### src/rtl/tetris_pkg.sv
// Shared constants and the queue FSM state type used by the piece queue
// and its storage sub-module.
package tetris_pkg;
    localparam int PIECE_W        = 3;
    localparam int NUM_PIECES_DEF = 5;
    localparam int QUEUE_DEPTH    = 4;
    localparam int CNT_W          = 4;

    typedef enum logic {INIT, RUN} state_e;
endpackage

### src/rtl/piece_queue_if.sv
// Random-candidate input, consume request, and head/preview/count outputs
// of the piece queue, bundled as one interface.
interface piece_queue_if;
    logic [31:0]                    rand_data;
    logic                           piece_req;
    logic                           piece_valid;
    logic [tetris_pkg::PIECE_W-1:0] piece_id;
    logic [tetris_pkg::PIECE_W-1:0] next_id;
    logic [tetris_pkg::CNT_W-1:0]   count;

    modport master (output rand_data, piece_req,
                    input  piece_valid, piece_id, next_id, count);
    modport slave  (input  rand_data, piece_req,
                    output piece_valid, piece_id, next_id, count);
endinterface

### src/rtl/piece_queue_fifo.sv
// piece_fifo: circular piece storage with wrapping pointers and an occupancy
// count; head and preview entries are read straight out of the registers.
module piece_fifo
    import tetris_pkg::*;
#(
    parameter int DEPTH = QUEUE_DEPTH
) (
    input  logic               clk,
    input  logic               resetn,
    input  logic               push_i,
    input  logic               pop_i,
    input  logic [PIECE_W-1:0] data_i,
    output logic [PIECE_W-1:0] head_o,
    output logic [PIECE_W-1:0] next_o,
    output logic [CNT_W-1:0]   count_o
);
    localparam int PTR_W = $clog2(DEPTH);

    logic [DEPTH-1:0][PIECE_W-1:0] mem_q, mem_d;
    logic [PTR_W-1:0]              rd_q, rd_d, wr_q, wr_d;
    logic [CNT_W-1:0]              cnt_q, cnt_d;
    logic                          push_ok, pop_ok;

    // Guards here keep count inside 0..DEPTH whatever the caller asks for.
    assign pop_ok  = pop_i && (cnt_q != '0);
    assign push_ok = push_i && ((cnt_q != CNT_W'(DEPTH)) || pop_ok);

    always_comb begin
        mem_d = mem_q;
        rd_d  = rd_q;
        wr_d  = wr_q;
        cnt_d = cnt_q + CNT_W'(push_ok) - CNT_W'(pop_ok);
        if (push_ok) begin
            mem_d[wr_q] = data_i;
            wr_d        = wr_q + PTR_W'(1);
        end
        if (pop_ok) rd_d = rd_q + PTR_W'(1);
    end

    always_ff @(posedge clk or negedge resetn) begin
        if (!resetn) begin
            mem_q <= '0;
            rd_q  <= '0;
            wr_q  <= '0;
            cnt_q <= '0;
        end else begin
            mem_q <= mem_d;
            rd_q  <= rd_d;
            wr_q  <= wr_d;
            cnt_q <= cnt_d;
        end
    end

    assign head_o  = mem_q[rd_q];
    assign next_o  = mem_q[rd_q + PTR_W'(1)];
    assign count_o = cnt_q;
endmodule

### src/rtl/piece_queue.sv
// piece_queue: settle-time FSM and candidate acceptance filter in front of
// piece_fifo. Define PIECE_NO_REPEAT_EN to reject a repeat of the last pushed ID.
module piece_queue
    import tetris_pkg::*;
#(
    parameter int DEPTH      = QUEUE_DEPTH,
    parameter int NUM_PIECES = NUM_PIECES_DEF
) (
    input  logic          clk,
    input  logic          resetn,
    piece_queue_if.slave  bus
);
    state_e             state_q, state_d;
    logic               init_cnt_q, init_cnt_d;
    logic               in_range, accept, pop, push, full;
    logic [PIECE_W-1:0] head, nxt;
    logic [CNT_W-1:0]   cnt;

    assign in_range = bus.rand_data < 32'(NUM_PIECES);
    assign full     = (cnt == CNT_W'(DEPTH));
    assign pop      = bus.piece_req && bus.piece_valid;
    assign push     = accept && (!full || pop);

`ifdef PIECE_NO_REPEAT_EN
    logic [PIECE_W-1:0] last_q, last_d;

    // 3'd7 is never a legal ID, so the first candidate always passes.
    assign accept = (state_q == RUN) && in_range && (bus.rand_data[PIECE_W-1:0] != last_q);

    always_comb begin
        last_d = last_q;
        if (push) last_d = bus.rand_data[PIECE_W-1:0];
    end

    always_ff @(posedge clk or negedge resetn) begin
        if (!resetn) last_q <= 3'd7;
        else         last_q <= last_d;
    end
`else
    assign accept = (state_q == RUN) && in_range;
`endif

    // Two settle cycles while the generator output is meaningless.
    always_comb begin
        state_d    = state_q;
        init_cnt_d = init_cnt_q;
        case (state_q)
            INIT: begin
                init_cnt_d = 1'b1;
                if (init_cnt_q) state_d = RUN;
            end
            RUN:     state_d = RUN;
            default: state_d = INIT;
        endcase
    end

    always_ff @(posedge clk or negedge resetn) begin
        if (!resetn) begin
            state_q    <= INIT;
            init_cnt_q <= 1'b0;
        end else begin
            state_q    <= state_d;
            init_cnt_q <= init_cnt_d;
        end
    end

    piece_fifo #(.DEPTH(DEPTH)) u_fifo (
        .clk     (clk),
        .resetn  (resetn),
        .push_i  (push),
        .pop_i   (pop),
        .data_i  (bus.rand_data[PIECE_W-1:0]),
        .head_o  (head),
        .next_o  (nxt),
        .count_o (cnt)
    );

    assign bus.piece_valid = (state_q == RUN) && (cnt != '0);
    assign bus.piece_id    = head;
    assign bus.next_id     = nxt;
    assign bus.count       = cnt;
endmodule
### src/flat_wrapper.sv
// flat-port wrapper written by rule: the top's interface ports become plain ports
module piece_queue_flat import tetris_pkg::*;
#(
    parameter int DEPTH      = QUEUE_DEPTH,
    parameter int NUM_PIECES = NUM_PIECES_DEF
)
  (clk, resetn, bus_rand_data, bus_piece_req, bus_piece_valid, bus_piece_id, bus_next_id, bus_count);
  piece_queue_if bus_i ();
  input  logic clk;
  input  logic resetn;
  input wire logic [$bits(bus_i.rand_data)-1:0] bus_rand_data;
  input wire logic [$bits(bus_i.piece_req)-1:0] bus_piece_req;
  output wire logic [$bits(bus_i.piece_valid)-1:0] bus_piece_valid;
  output wire logic [$bits(bus_i.piece_id)-1:0] bus_piece_id;
  output wire logic [$bits(bus_i.next_id)-1:0] bus_next_id;
  output wire logic [$bits(bus_i.count)-1:0] bus_count;
  assign bus_i.rand_data = bus_rand_data;
  assign bus_i.piece_req = bus_piece_req;
  assign bus_piece_valid = bus_i.piece_valid;
  assign bus_piece_id = bus_i.piece_id;
  assign bus_next_id = bus_i.next_id;
  assign bus_count = bus_i.count;
  piece_queue #(.DEPTH(DEPTH), .NUM_PIECES(NUM_PIECES)) u_core (.clk(clk), .resetn(resetn), .bus(bus_i));
endmodule
### config.mk
export PLATFORM = sky130hd
export DESIGN_NAME = piece_queue_flat
export DESIGN_NICKNAME = d
export VERILOG_FILES = /design/src/rtl/tetris_pkg.sv /design/src/rtl/piece_queue_if.sv /design/src/rtl/piece_queue_fifo.sv /design/src/rtl/piece_queue.sv /design/src/flat_wrapper.sv
export SDC_FILE = /design/constraint.sdc
export NUM_CORES = 1
export LEC_CHECK = 0
export ABC_AREA = 0
export CAP_MARGIN = 25
export CELL_PAD_IN_SITES_DETAIL_PLACEMENT = 1
export CELL_PAD_IN_SITES_GLOBAL_PLACEMENT = 1
export CORE_UTILIZATION = 32
export DETAILED_ROUTE_END_ITERATION = 6
export GPL_ROUTABILITY_DRIVEN = 1
export PLACE_DENSITY = 0.77
export SLEW_MARGIN = 0
export SYNTH_ARGS = -nofsm -noshare
export SYNTH_HDL_FRONTEND = slang
export SYNTH_SLANG_ARGS = --single-unit
### constraint.sdc
create_clock -name clk -period 2.5 [get_ports clk]
set_input_delay 0.25 -clock clk [delete_from_list [all_inputs] [get_ports clk]]
set_output_delay 0.25 -clock clk [all_outputs]
set_load 0.01 [all_outputs]
==> flow_summary_export.csv <==
group,metric,value,unit
run_status,status,"complete, but fails checks",
run_status,violations,"setup timing",
place,place_hpwl,2620,um
detailed_routing,finalWirelength,3090,um
die,dieWidth,67.0,um
detailed_routing,dr.first_iter.drc_count,10,
clock_network,numCtsBuffers,3,
finish,final_util,51.6,%
grt,grt-ovfl-total,0,
power_and_ir_drop,p_per_area,653,nW/um^2
grt,grtUsageTotal,16.0,%
worst_setup_path,start_kind,"input pin",
place,dp.cells,207,
finish,drive_gt1_share,28.2,%
die,ios,46,
die,die_area,4500,um^2
finish,final_nets,210,
clock_network,cts.sinks,22,
timing,slew_viol_final,0,
grt,grt_pass1_vias,1074,
die,start_util,33.6,%
place,numPortBuffers,45,
clock_network,worstSkewPairLatency,0.26,ns
clock_network,cts_buffer_depth,2,
worst_setup_path,r2r-start,"u_core.u_fifo.count_o[2]",
timing,finalSetupViolCount,1,
power_and_ir_drop,p_leak,0.000976,uW
power_and_ir_drop,ir_drop,550,uV
finish,antenna_cells,0,
grt,grt_max_degree,23,
timing,finalHoldViolCount,0,
clock_network,cts_tree,"built",
worst_setup_path,critical_path_class,"input pin to register",
timing,fin_crit_sh,100,%
worst_setup_path,r2r_cells,12,
synth,async_reset_ff_share,100,%
synth,syn_area_per_cell,13.7,um^2
synth,synth_edf_count,0,
die,die_h,67.0,um
synth,synth_area,1350,um^2
worst_setup_path,reg2reg_slack,0,ns
clock_network,postCtsHoldBufs,0,
finish,fin_cells,213,
synth,syn_inst,99,
timing,fin_ws,-0.0121,ns
synth,ys_seq_area_share,40.7,%
synth,yosysTopAreaCellShare,40.7,%
die,row_count,23,
detailed_routing,route.detailed.drc,0,
worst_setup_path,path_buf_inv,5,
timing,fin_tns_setup,-0.0121,ns
worst_setup_path,critical_path_required,2.67,ns
timing,fmax,398,MHz
place,place.gp.congestion,0.688,
worst_setup_path,end_kind,"register",
detailed_routing,wl_per_cell,14.5,um
detailed_routing,dr.pass1.iters,4,
worst_setup_path,worstReg2RegEnd,"u_core.u_fifo.count_o[1]",
synth,ys_top_cells_by_area,"dfrtp_1 (41%), mux2_1 (11%), mux4_2 (10%)",
place,preCtsSetupSlack,-0.422,ns
worst_setup_path,crit_chain,"dlygate4sd2_1, or4_4, a311o_4, nor3_4, inv_1, ha_1, inv_1, ha_2, inv_2, fa_2, inv_2",
worst_setup_path,critPathMaxStageDelay,0.53,ns
timing,worst_pin_slew,0.412,ns
grt,antenna_found_initial,0,
min_path,hp-class,"input pin to asynchronous set/reset pin",
detailed_routing,viasPerCell,4.79,
timing,rsz0062_at_grt,"yes",
synth,synthFlopType,"dfrtp_1",
synth,syn-num-nets,145,
worst_setup_path,crit_fanout,2,
worst_setup_path,worst_path_max_delay_cell,"fa_2",
clock_network,clockRootBuffer,"clkbuf_8",
power_and_ir_drop,power,1360,uW
worst_setup_path,worstPathArrival,2.68,ns
grt,grt_pass1_wl,5110,um
synth,yosys_warnings,0,
finish,areaGrowthSynthToFinish,53.7,%
clock_network,path_clk_slew,0.08,ns
synth,yosysUniqueCellTypes,28,
timing,relSlewSlack,72.6,%
detailed_routing,ant_nets,0,
run,cap_violations,0,
worst_setup_path,cp_top_family,"adder cells",
timing,fin_crit,2.51,ns
worst_setup_path,worstSetupPathDepth,11,
synth,synth_seq_cells,22,
die,coreArea,4030,um^2
clock_network,ctsHtreeMaxLevel,1,
timing,finClkSkew,0.00210,ns
synth,synth_area_leader_cell,"dfrtp_1",
detailed_routing,via_count,1020,
-- routing by layer --
metal	GRT usage (%)	vias up	wire length, um
met1	17.5	504	1170
met2	30.5	23	1780
met5	0	-	0
met3	2.05	5	95
li1	-	488	-
met4	6.38	0	45
-- how the worst max path moves through the flow --
stage | from | to
finish | bus_rand_data[15] | u_core.u_fifo.count_o[1]
global route | u_core.u_fifo.count_o[2] | u_core.u_fifo.count_o[1]
CTS | u_core.u_fifo.count_o[2] | u_core.u_fifo.count_o[1]
detailed placement | bus_rand_data[19] | u_core.u_fifo.count_o[2]
global placement | bus_rand_data[19] | u_core.u_fifo.count_o[2]
floorplan | u_core.u_fifo.count_o[2] | u_core.u_fifo.count_o[2]
-- stage by stage --
stage | hold slack [ns] | area, um^2
after global routing | 0.345 | 2080
after global placement | 0.437 | 1980
after detailed placement | 0.440 | 1980
final | 0.322 | 2080
after CTS | 0.332 | 2060
after floorplan | -0.0456 | 1360
-- power breakdown --
part	internal [uW]	total [uW]	switching, uW
registers	411	512	100
logic	313	515	202
clock network	214	331	117
total	939	1360	420
-- cells in the mapped netlist (2+ instances only) --
| cell | number |
|---|---|
| xor2_1 | 2 |
| nor4_4 | 4 |
| mux4_2 | 6 |
| ha_1 | 10 |
| dfrtp_1 | 22 |
| inv_1 | 14 |
| clkbuf_1 | 2 |
| mux2_1 | 13 |
| xnor2_1 | 3 |
| nor4_1 | 5 |
-- state kept, by name, indices dropped and copies added (netlist names) --
| name | count |
|---|---|
| u_core.u_fifo.mem_q | 12 |
| u_core.u_fifo.count_o | 4 |
| u_core.u_fifo.rd_q | 2 |
| u_core.u_fifo.wr_q | 2 |
| u_core.init_cnt_q | 1 |
| u_core.state_q | 1 |
-- what timing repair did --
item | CTS | global route
gates resized for setup | 7 | 3
setup buffers | 1 | 1
setup endpoints to repair | 3 | 3
pin swaps | 6 | 1
-- final cells by class --
cell class / instances / area, um^2
inverters: 14 / 52.6
clock buffers: 3 / 41.3
flip-flops and latches: 22 / 551
repair buffers: 62 / 573
fillers: 426 / 1950
multi-input cells: 61 / 771
clock inverters: 1 / 30.0
well taps: 50 / 62.6
-- cells by family (layout without fill, tap and decap cells) --
group	Yosys count	count (layout)	synth area share, %
adders and majority gates	11	11	10.7
muxes	19	19	20.8
DFF	22	22	40.7
xor gates and xnor gates	5	5	3.24
and+or+nand+nor	21	21	16.8
AOI/OAI and AO/OA	5	5	3.33
buffers and inverters	16	80	4.44
-- cells in the final DEF (no fill, tap or decap), drive strengths merged --
master,count
xnor2,3
nor4,9
mux2,13
or2,2
a311o,1
inv,14
dlygate4sd2,4
nor4b,1
a21o,1
a21oi,1
a21boi,1
mux4,6
fa,1
buf,17
nor3,1
or4,1
nand2b,1
and2,1
xor2,2
clkbuf,3
nor2,1
bufinv,1
o21ai,1
ha,10
clkdlybuf4s50,41
nand3,2
nand3b,1
nand4,1
dfrtp,22
(Power assumes the default switching activity.)
